--- config.mk ---
export PLATFORM = sky130hd
export DESIGN_NAME = dither_sequencer_flat
export DESIGN_NICKNAME = d
export VERILOG_FILES = /design/src/rtl/dither_pkg.sv /design/src/rtl/dither_sequencer_if.sv /design/src/rtl/dither_coord_cnt.sv /design/src/rtl/dither_sequencer.sv /design/src/flat_wrapper.sv
export SDC_FILE = /design/constraint.sdc
export NUM_CORES = 1
export LEC_CHECK = 0
export ABC_AREA = 1
export CAP_MARGIN = 10
export CORE_ASPECT_RATIO = 0.8
export CORE_MARGIN = 2
export CORE_UTILIZATION = 51
export CTS_BUF_LIST = sky130_fd_sc_hd__clkbuf_4 sky130_fd_sc_hd__clkbuf_8 sky130_fd_sc_hd__clkbuf_16
export DETAILED_ROUTE_END_ITERATION = 8
export GPL_TIMING_DRIVEN = 1
export PLACE_DENSITY = 0.8
export SLEW_MARGIN = 20
export SYNTH_ARGS = -nofsm -noshare
export SYNTH_HDL_FRONTEND = slang
export SYNTH_SLANG_ARGS = --single-unit
--- constraint.sdc ---
create_clock -name clk -period 2.05 [get_ports clk]
set_clock_uncertainty 0.2 [all_clocks]
set_input_delay 0.3075 -clock clk [delete_from_list [all_inputs] [get_ports clk]]
set_output_delay 0.3075 -clock clk [all_outputs]
set_load 0.1 [all_outputs]
--- src/rtl/dither_pkg.sv ---
// Shared types and constants for the dither pixel sequencer.
// Holds the FSM state encoding, nb_en bit positions and default image size.
package dither_pkg;

  typedef enum logic [1:0] {
    ST_IDLE = 2'd0,
    ST_RUN  = 2'd1,
    ST_DONE = 2'd2
  } state_t;

  localparam int NB_FWD   = 3;
  localparam int NB_DBACK = 2;
  localparam int NB_DOWN  = 1;
  localparam int NB_DFWD  = 0;

  localparam int DEF_IMAGEX = 256;
  localparam int DEF_IMAGEY = 256;

endpackage

--- src/rtl/dither_sequencer_if.sv ---
// Control and pixel-coordinate bundle between the sequencer (master) and the
// error-diffusion datapath (slave).
interface dither_sequencer_if #(
  parameter int IMAGEX = 256,
  parameter int IMAGEY = 256,
  parameter int ADDR_W = $clog2(IMAGEX * IMAGEY)
);
  localparam int XW = $clog2(IMAGEX);
  localparam int YW = $clog2(IMAGEY);

  logic              start;
  logic              abort;
  logic              px_ready;
  logic              px_valid;
  logic [ADDR_W-1:0] px_addr;
  logic [XW-1:0]     px_x;
  logic [YW-1:0]     px_y;
  logic [3:0]        nb_en;
  logic              busy;
  logic              done;

  modport master (
    input  start, abort, px_ready,
    output px_valid, px_addr, px_x, px_y, nb_en, busy, done
  );

  modport slave (
    output start, abort, px_ready,
    input  px_valid, px_addr, px_x, px_y, nb_en, busy, done
  );

endinterface

--- src/rtl/dither_coord_cnt.sv ---
// x/y/raster-address counters; i_dir=1 scans the current row with x descending.
// With DITHER_SERPENTINE_EN the row end keeps x so the next row reverses from there.
module dither_coord_cnt #(
  parameter int IMAGEX = 4,
  parameter int IMAGEY = 4,
  parameter int ADDR_W = 4,
  parameter int XW     = 2,
  parameter int YW     = 2
) (
  input  logic              clk,
  input  logic              i_clr,
  input  logic              i_adv,
  input  logic              i_dir,
  output logic [XW-1:0]     o_x,
  output logic [YW-1:0]     o_y,
  output logic [ADDR_W-1:0] o_addr,
  output logic              o_row_end,
  output logic              o_last_pixel
);

  logic [XW-1:0]     r_x;
  logic [YW-1:0]     r_y;
  logic [ADDR_W-1:0] r_addr;

  assign o_row_end    = i_dir ? (r_x == '0) : (r_x == XW'(IMAGEX - 1));
  assign o_last_pixel = o_row_end && (r_y == YW'(IMAGEY - 1));
  assign o_x          = r_x;
  assign o_y          = r_y;
  assign o_addr       = r_addr;

  always_ff @(posedge clk) begin
    if (i_clr) begin
      r_x    <= '0;
      r_y    <= '0;
      r_addr <= '0;
    end else if (i_adv) begin
      if (o_row_end) begin
        r_y <= r_y + YW'(1);
`ifdef DITHER_SERPENTINE_EN
        // x stays put: the pixel directly below is where the next row starts
        r_addr <= r_addr + ADDR_W'(IMAGEX);
`else
        r_x    <= '0;
        r_addr <= r_addr + ADDR_W'(1);
`endif
      end else if (i_dir) begin
        r_x    <= r_x - XW'(1);
        r_addr <= r_addr - ADDR_W'(1);
      end else begin
        r_x    <= r_x + XW'(1);
        r_addr <= r_addr + ADDR_W'(1);
      end
    end
  end

endmodule

--- src/rtl/dither_sequencer.sv ---
// Walks an IMAGEX x IMAGEY image one pixel per accepted handshake, flagging valid
// error-diffusion neighbours. DITHER_SERPENTINE_EN selects boustrophedon order.
module dither_sequencer
  import dither_pkg::*;
#(
  parameter int IMAGEX = DEF_IMAGEX,
  parameter int IMAGEY = DEF_IMAGEY,
  parameter int ADDR_W = $clog2(IMAGEX * IMAGEY)
) (
  input logic                 clk,
  input logic                 rst,
  dither_sequencer_if.master  bus
);

  localparam int XW = $clog2(IMAGEX);
  localparam int YW = $clog2(IMAGEY);

  state_t            r_state;
  logic              r_valid;
  logic              r_busy;
  logic              r_done;

  logic              w_accept;
  logic              w_clr;
  logic              w_adv;
  logic              w_dir;
  logic              w_row_end;
  logic              w_last;
  logic              w_first_col;
  logic              w_last_row;
  logic [XW-1:0]     w_x;
  logic [YW-1:0]     w_y;
  logic [ADDR_W-1:0] w_addr;
  logic [3:0]        w_nb;

  assign w_accept = (r_state == ST_RUN) && bus.px_ready && !bus.abort;
  assign w_adv    = w_accept && !w_last;
  // Counters return to the origin on reset, abort, start and frame completion
  assign w_clr    = rst || bus.abort || ((r_state == ST_IDLE) && bus.start)
                    || (w_accept && w_last);

`ifdef DITHER_SERPENTINE_EN
  logic r_dir;

  always_ff @(posedge clk) begin
    if (w_clr) begin
      r_dir <= 1'b0;
    end else if (w_adv && w_row_end) begin
      r_dir <= ~r_dir;
    end
  end

  assign w_dir = r_dir;
`else
  assign w_dir = 1'b0;
`endif

  dither_coord_cnt #(
    .IMAGEX (IMAGEX),
    .IMAGEY (IMAGEY),
    .ADDR_W (ADDR_W),
    .XW     (XW),
    .YW     (YW)
  ) u_cnt (
    .clk          (clk),
    .i_clr        (w_clr),
    .i_adv        (w_adv),
    .i_dir        (w_dir),
    .o_x          (w_x),
    .o_y          (w_y),
    .o_addr       (w_addr),
    .o_row_end    (w_row_end),
    .o_last_pixel (w_last)
  );

  always_ff @(posedge clk) begin
    if (rst || bus.abort) begin
      r_state <= ST_IDLE;
      r_valid <= 1'b0;
      r_busy  <= 1'b0;
      r_done  <= 1'b0;
    end else begin
      case (r_state)
        ST_IDLE: begin
          r_done <= 1'b0;
          if (bus.start) begin
            r_state <= ST_RUN;
            r_valid <= 1'b1;
            r_busy  <= 1'b1;
          end
        end
        ST_RUN: begin
          if (w_accept && w_last) begin
            r_state <= ST_DONE;
            r_valid <= 1'b0;
            r_done  <= 1'b1;
          end
        end
        ST_DONE: begin
          r_state <= ST_IDLE;
          r_busy  <= 1'b0;
          r_done  <= 1'b0;
        end
        default: begin
          r_state <= ST_IDLE;
          r_valid <= 1'b0;
          r_busy  <= 1'b0;
          r_done  <= 1'b0;
        end
      endcase
    end
  end

  // Borders are in scan terms: "first column" is where the current row began
  assign w_first_col = w_dir ? (w_x == XW'(IMAGEX - 1)) : (w_x == '0);
  assign w_last_row  = (w_y == YW'(IMAGEY - 1));

  always_comb begin
    w_nb = '0;
    if (r_valid) begin
      w_nb[NB_FWD]   = !w_row_end;
      w_nb[NB_DBACK] = !w_first_col && !w_last_row;
      w_nb[NB_DOWN]  = !w_last_row;
      w_nb[NB_DFWD]  = !w_row_end && !w_last_row;
    end
  end

  assign bus.px_valid = r_valid;
  assign bus.px_addr  = w_addr;
  assign bus.px_x     = w_x;
  assign bus.px_y     = w_y;
  assign bus.nb_en    = w_nb;
  assign bus.busy     = r_busy;
  assign bus.done     = r_done;

endmodule
--- src/flat_wrapper.sv ---
// flat-port wrapper written by rule: the top's interface ports become plain ports
module dither_sequencer_flat import dither_pkg::*;
#(
  parameter int IMAGEX = DEF_IMAGEX,
  parameter int IMAGEY = DEF_IMAGEY,
  parameter int ADDR_W = $clog2(IMAGEX * IMAGEY)
)
  (clk, rst, bus_start, bus_abort, bus_px_ready, bus_px_valid, bus_px_addr, bus_px_x, bus_px_y, bus_nb_en, bus_busy, bus_done);
  dither_sequencer_if #(.IMAGEX(IMAGEX), .IMAGEY(IMAGEY), .ADDR_W(ADDR_W)) bus_i ();
  input logic clk;
  input logic rst;
  input wire logic [$bits(bus_i.start)-1:0] bus_start;
  input wire logic [$bits(bus_i.abort)-1:0] bus_abort;
  input wire logic [$bits(bus_i.px_ready)-1:0] bus_px_ready;
  output wire logic [$bits(bus_i.px_valid)-1:0] bus_px_valid;
  output wire logic [$bits(bus_i.px_addr)-1:0] bus_px_addr;
  output wire logic [$bits(bus_i.px_x)-1:0] bus_px_x;
  output wire logic [$bits(bus_i.px_y)-1:0] bus_px_y;
  output wire logic [$bits(bus_i.nb_en)-1:0] bus_nb_en;
  output wire logic [$bits(bus_i.busy)-1:0] bus_busy;
  output wire logic [$bits(bus_i.done)-1:0] bus_done;
  assign bus_i.start = bus_start;
  assign bus_i.abort = bus_abort;
  assign bus_i.px_ready = bus_px_ready;
  assign bus_px_valid = bus_i.px_valid;
  assign bus_px_addr = bus_i.px_addr;
  assign bus_px_x = bus_i.px_x;
  assign bus_px_y = bus_i.px_y;
  assign bus_nb_en = bus_i.nb_en;
  assign bus_busy = bus_i.busy;
  assign bus_done = bus_i.done;
  dither_sequencer #(.IMAGEX(IMAGEX), .IMAGEY(IMAGEY), .ADDR_W(ADDR_W)) u_core (.clk(clk), .rst(rst), .bus(bus_i));
endmodule
# Yosys cells after proc, flatten, opt, wreduce, memory -nomap -nowiden
# Cells that the tools add are included.
# W data, S select, Z words.
totals:
  mem_bits_rw: 0
  word_cells: 50
  input_bits: 5
  register_bits: 37
  n_memories: 0
  output_inout_bits: 39
  rom_bits: 0
  latch_bits: 0
classes:
  order_cmp: 0
  n_shift: 0
  div_mod_pow: 0
  bitwise_logic: 2
  eq_ne: 6
  add_sub_neg: 3
  muxes: 9
  n_mul: 0
  n_reduce_logical: 23
op_table:
  columns: ["op", "n"]
  rows:
  - ["$add A16 B1 Y16 const B", 1]
  - ["$add A8 B1 Y8 const B", 2]
  - ["$eq A8 B8 Y1 const B", 2]
  - ["$logic_and A1 B1 Y1", 8]
  - ["$logic_not A8 Y1", 1]
  - ["$mux W8", 1]
  - ["$reduce_and A2 Y1", 3]
  - ["$logic_not A1 Y1", 5]
  - ["$mux W2", 2]
  - ["$mux W4", 1]
  - ["$ne A2 B2 Y1 const B", 2]
  - ["$pmux W2 S2", 1]
  - ["$logic_or A1 B1 Y1", 3]
  - ["$pmux W1 S3", 1]
  - ["$reduce_and A3 Y1", 1]
  - ["$eq A2 B1 Y1 const B", 1]
  - ["$eq A2 B2 Y1 const B", 1]
  - ["$logic_not A2 Y1", 1]
  - ["$mux W1", 2]
  - ["$not A1 Y1", 2]
  - ["$pmux W1 S2", 1]
  - ["$reduce_or A2 Y1", 1]

# Logic depth before layout (Yosys ltp)
depth:
  word_depth: 6
  mapped_depth: 10
  mapped_depth_nobuf: 10

# By module
# From an unflattened synthesis, not the netlist that was laid out.
hier_totals:
  hier_cells: 445
  hier_area_um2: 2715.1
by_module_without_submodules:
  columns: ["module", "cells_per_inst", "n_inst", "area_per_inst_um2", "seq_area_each_um2"]
  rows:
  - ["dither_coord_cnt", 395, 1, 2426.1, 640.6]
  - ["dither_sequencer", 50, 1, 289.0, 100.1]

# Worst setup path after synthesis
# Ideal clock, no wire load.
synth_path:
  path_type: "reg-to-output"
  from: "reg u_core.u_cnt.r_y[0] (netlist: u_core.u_cnt.o_y[0])"
  to: "out bus_nb_en[2]"
  arrival_ns: 4.383
  stages_incl_launch_ff: 7
  t_required_ns: 1.542
  setup_slack_ns: -2.841
  cell_sequence: "dfxtp_1 ha_1 nand3_1 nor2_4 nor2_1 inv_1 a41oi_1"
synth_between:
  elab_chain_len: 4
synth_lines:
  columns: ["item", "line", "source"]
  rows:
  - ["from (decl)", "dither_coord_cnt.sv:22", "logic [YW-1:0] r_y;"]
  - ["from (signal assigned)", "dither_coord_cnt.sv:38", "r_y <= r_y + YW'(1);"]
  - ["$eq A8 B8 Y1", "dither_sequencer.sv:116", "assign w_last_row = (w_y == YW'(IMAGEY - 1));"]
  - ["$logic_not A1 Y1", "dither_sequencer.sv:122", "w_nb[NB_DBACK] = !w_first_col && !w_last_row;"]
  - ["$logic_and A1 B1 Y1", "dither_sequencer.sv:122", null]
  - ["$mux W4", "dither_sequencer.sv:120", "if (r_valid) begin"]
  - ["to (decl)", "flat_wrapper.sv:19", "output wire logic [$bits(bus_i.nb_en)-1:0] bus_nb_en;"]
# Every way passes these cells.

# Worst setup path after layout
# Ends and elaborated chain as after synthesis.

==> flow_summary_export.csv <==
group,metric,value,unit
run_status,status,"finished, final reports clean",
sta,final_hold_viol_count,0,
global_route,grt_max_degree,19,
clock_network,cts_sinks,37,
clock_network,cts-root-buf,"clkbuf_8",
cells_and_area,drive_gt1_share,31.5,%
worst_setup_path,startpoint_type,"flip-flop",
floorplan,die_y,61.2,um
place,dpl_worst_slack,0.0834,ns
cells_and_area,final_core_utilization,80.0,%
sta,timing.fmax,0.494,GHz
clock_network,clock_path_buffers,2,
route,first_pass_iters,4,
worst_setup_path,path_class,"flip-flop to primary output",
worst_setup_path,worstPathArrival,1.52,ns
sta,fin_hold_ws,0.258,ns
synth,yosysTopAreaCell,"dfxtp_1",
cells_and_area,nNetsFinal,367,
synth,synthCells,298,
synth,synth.lib_cells_used.distinct,28,
route,drc_errors,0,
worst_setup_path,critPathRequiredTime,1.54,ns
floorplan,initial_core_util,54.2,%
global_route,grt_pass1_wl,8650,um
route,wl_per_cell,12.9,um
synth,netlist_top_cells_area,"dfxtp_1 35%, nand2_1 17%, a21oi_1 8.4%, nor2_1 5.6%, inv_1 4.9%",
global_route,grt-ovfl-total,0,
floorplan,core-area,3850,um^2
global_route,grtUsageTotal,24.4,%
clock_network,cts_tree,"yes",
floorplan,die-area,4620,um^2
cells_and_area,fillers,261,
sta,tightestPinTransition,0.331,ns
route,ant_nets,0,
pwr,powerDensity,450,nW/um^2
cells_and_area,regArea,788,um^2
sta,slew_headroom,77.7,%
synth,synth-seq-cells,37,
synth,synth_top_area_share,35.5,%
sta,slew_violations,0,
route,wirelength,5330,um
sta,finalCritPeriodShare,98.8,%
cells_and_area,stdcell_area,3080,um^2
worst_hold_path,hp-class,"flip-flop to flip-flop",
cells_and_area,areaGrowthSynthToFinish,47.7,%
pwr,vdd_drop_max,0.383,mV
place,dp_hpwl,3720,um
sta,fin_setup_tns,0,ns
synth,synth_nets,307,
worst_setup_path,crit_path_max_fanout,2,
route,drt_iter0_drc,210,
clock_network,clkTransAtPathRegs,0.07,ns
cells_and_area,multiInputGateArea,1240,um^2
global_route,grt_pass1_vias,1888,
job,maxCapViolations,0,
route,vias,2131,
floorplan,ios,44,
route,routed_via_density,5.15,
place,io_buffers,43,
cells_and_area,diodes,0,
synth,ys.flop_type,"dfxtp_1",
sta,finalSetupViolCount,0,
synth,yosysSeqAreaShare,35.5,%
place,place_area,2920,um^2
synth,async_reset_ff_share,0,%
sta,period_minus_slack,2.03,ns
clock_network,htree_levels,2,
synth,yosysWarnings,0,
synth,synth.most_common_cell,"nand2_1",
floorplan,rows,20,
sta,timing.final.ws_setup,0.0249,ns
place,routabilityCongestion,0.902,
synth,synth_edf_count,0,
clock_network,numCtsBuffers,5,
pwr,leakagePower,1.22,nW
floorplan,die_w,75.5,um
synth,yosys-top-cells-count,"94 x nand2_1, 37 x dfxtp_1, 35 x a21oi_1",
global_route,antenna_found_initial,0,
worst_setup_path,endpoint_kind,"primary output",
synth,syn_area,2090,um^2
sta,rsz0062_at_grt,"yes",
synth,avgSynthCellArea,7.00,um^2
clock_network,clk_latency,0.29,ns
clock_network,postCtsHoldBufs,0,
## report_power, final
part           switching, mW  leakage [nW]  internal [mW]  total (mW)
Sequential           0.00198         0.313          0.712       0.714
Combinational         0.0736         0.860         0.0394       0.113
Clock                  0.259        0.0523          0.301       0.560
Total                  0.335          1.22           1.05        1.39
## repair_timing
item                                    CTS  global route
setup buffers                             5             3
pin swaps                                 3             1
endpoints found under the setup margin    1             3
resized for setup                         2             0
## cell families (layout without fill, tap and decap cells)
| group | Yosys count | count (layout) | share of synthesized area, % |
|---|---|---|---|
| xor+xnor | 19 | 19 | 7.97 |
| flops | 37 | 37 | 35.5 |
| simple gates | 159 | 159 | 34.7 |
| buf+inv | 37 | 98 | 8.63 |
| compound gates | 42 | 42 | 10.9 |
| fa+ha+maj | 4 | 4 | 2.40 |
## state kept, by name (all words and copies together) (netlist names)
signal,count
u_core.bus.done,1
u_core.u_cnt.o_x,8
u_core.u_cnt.o_y,8
u_core.u_cnt.o_addr,16
u_core.bus.px_valid,1
u_core.r_state,2
u_core.bus.busy,1
## worst max-delay path, cell delays in order, from the launching register on
cell and delay [ns]:
dfxtp_4 0.36, ha_4 0.16, nand3_4 0.09, nor2_4 0.05, nor2_4 0.11, inv_4 0.06
a41oi_4 0.19, buf_12 0.20
## area by class of cell
cell class              instances  share of cell area (%)
repair buffers                 60                    25.1
multi-input cells             224                    40.2
clock buffers                   8                    3.17
inverters                      30                    3.74
flip-flops and latches         37                    25.6
well taps                      55                    2.23
## metrics by stage
stage	instances	power [mW]
floorplan	298	0.803
global placement	398	0.840
detailed placement	398	0.841
CTS	411	1.39
global route	414	1.43
finish	414	1.39
## routing by layer
metal	wire length, um	global-route usage, %	part of all wire, %
met5	0	0	0
met4	91	7.27	1.7
met3	396	4.91	7.4
met2	2410	37.8	45
met1	2430	34.8	46
## placed cells by master (no fill, tap or decap), types with 2 or more instances in the layout
cell type | netlist | final
nand2_1 | 94 | 94
a21oi_1 | 35 | 35
buf_4 | 3 | 31
nor2_1 | 31 | 28
inv_1 | 27 | 26
buf_12 | 0 | 25
dfxtp_2 | 0 | 17
dfxtp_1 | 37 | 13
nand3_1 | 13 | 12
xor2_1 | 10 | 10
xnor2_1 | 9 | 9
dfxtp_4 | 0 | 7
clkbuf_8 | 0 | 6
nor2_4 | 1 | 4
nand3_2 | 4 | 4
nand4_1 | 4 | 4
clkdlybuf4s50_1 | 0 | 4
inv_2 | 3 | 3
nand2_4 | 3 | 3
o21ai_0 | 3 | 3
ha_1 | 4 | 3
or2_2 | 2 | 2
nor3_1 | 2 | 2
clkbuf_4 | 0 | 2
## path summary, 6_finish.rpt
check                                   start                                    to  slack, ns  cells past startpoint
min reg2reg      u_core.bus.done$_SDFFE_PP0P_          u_core.bus.done$_SDFFE_PP0P_       0.26                      2
max          u_core.u_cnt.o_y[0]$_SDFFE_PP0P_                          bus_nb_en[2]       0.02                      7
max reg2reg  u_core.u_cnt.o_x[0]$_SDFFE_PP0P_  u_core.u_cnt.o_addr[12]$_SDFFE_PP0P_       0.13                      8
min              u_core.bus.done$_SDFFE_PP0P_          u_core.bus.done$_SDFFE_PP0P_       0.26                      2
No activity file was read; power rests on OpenSTA's default activity.
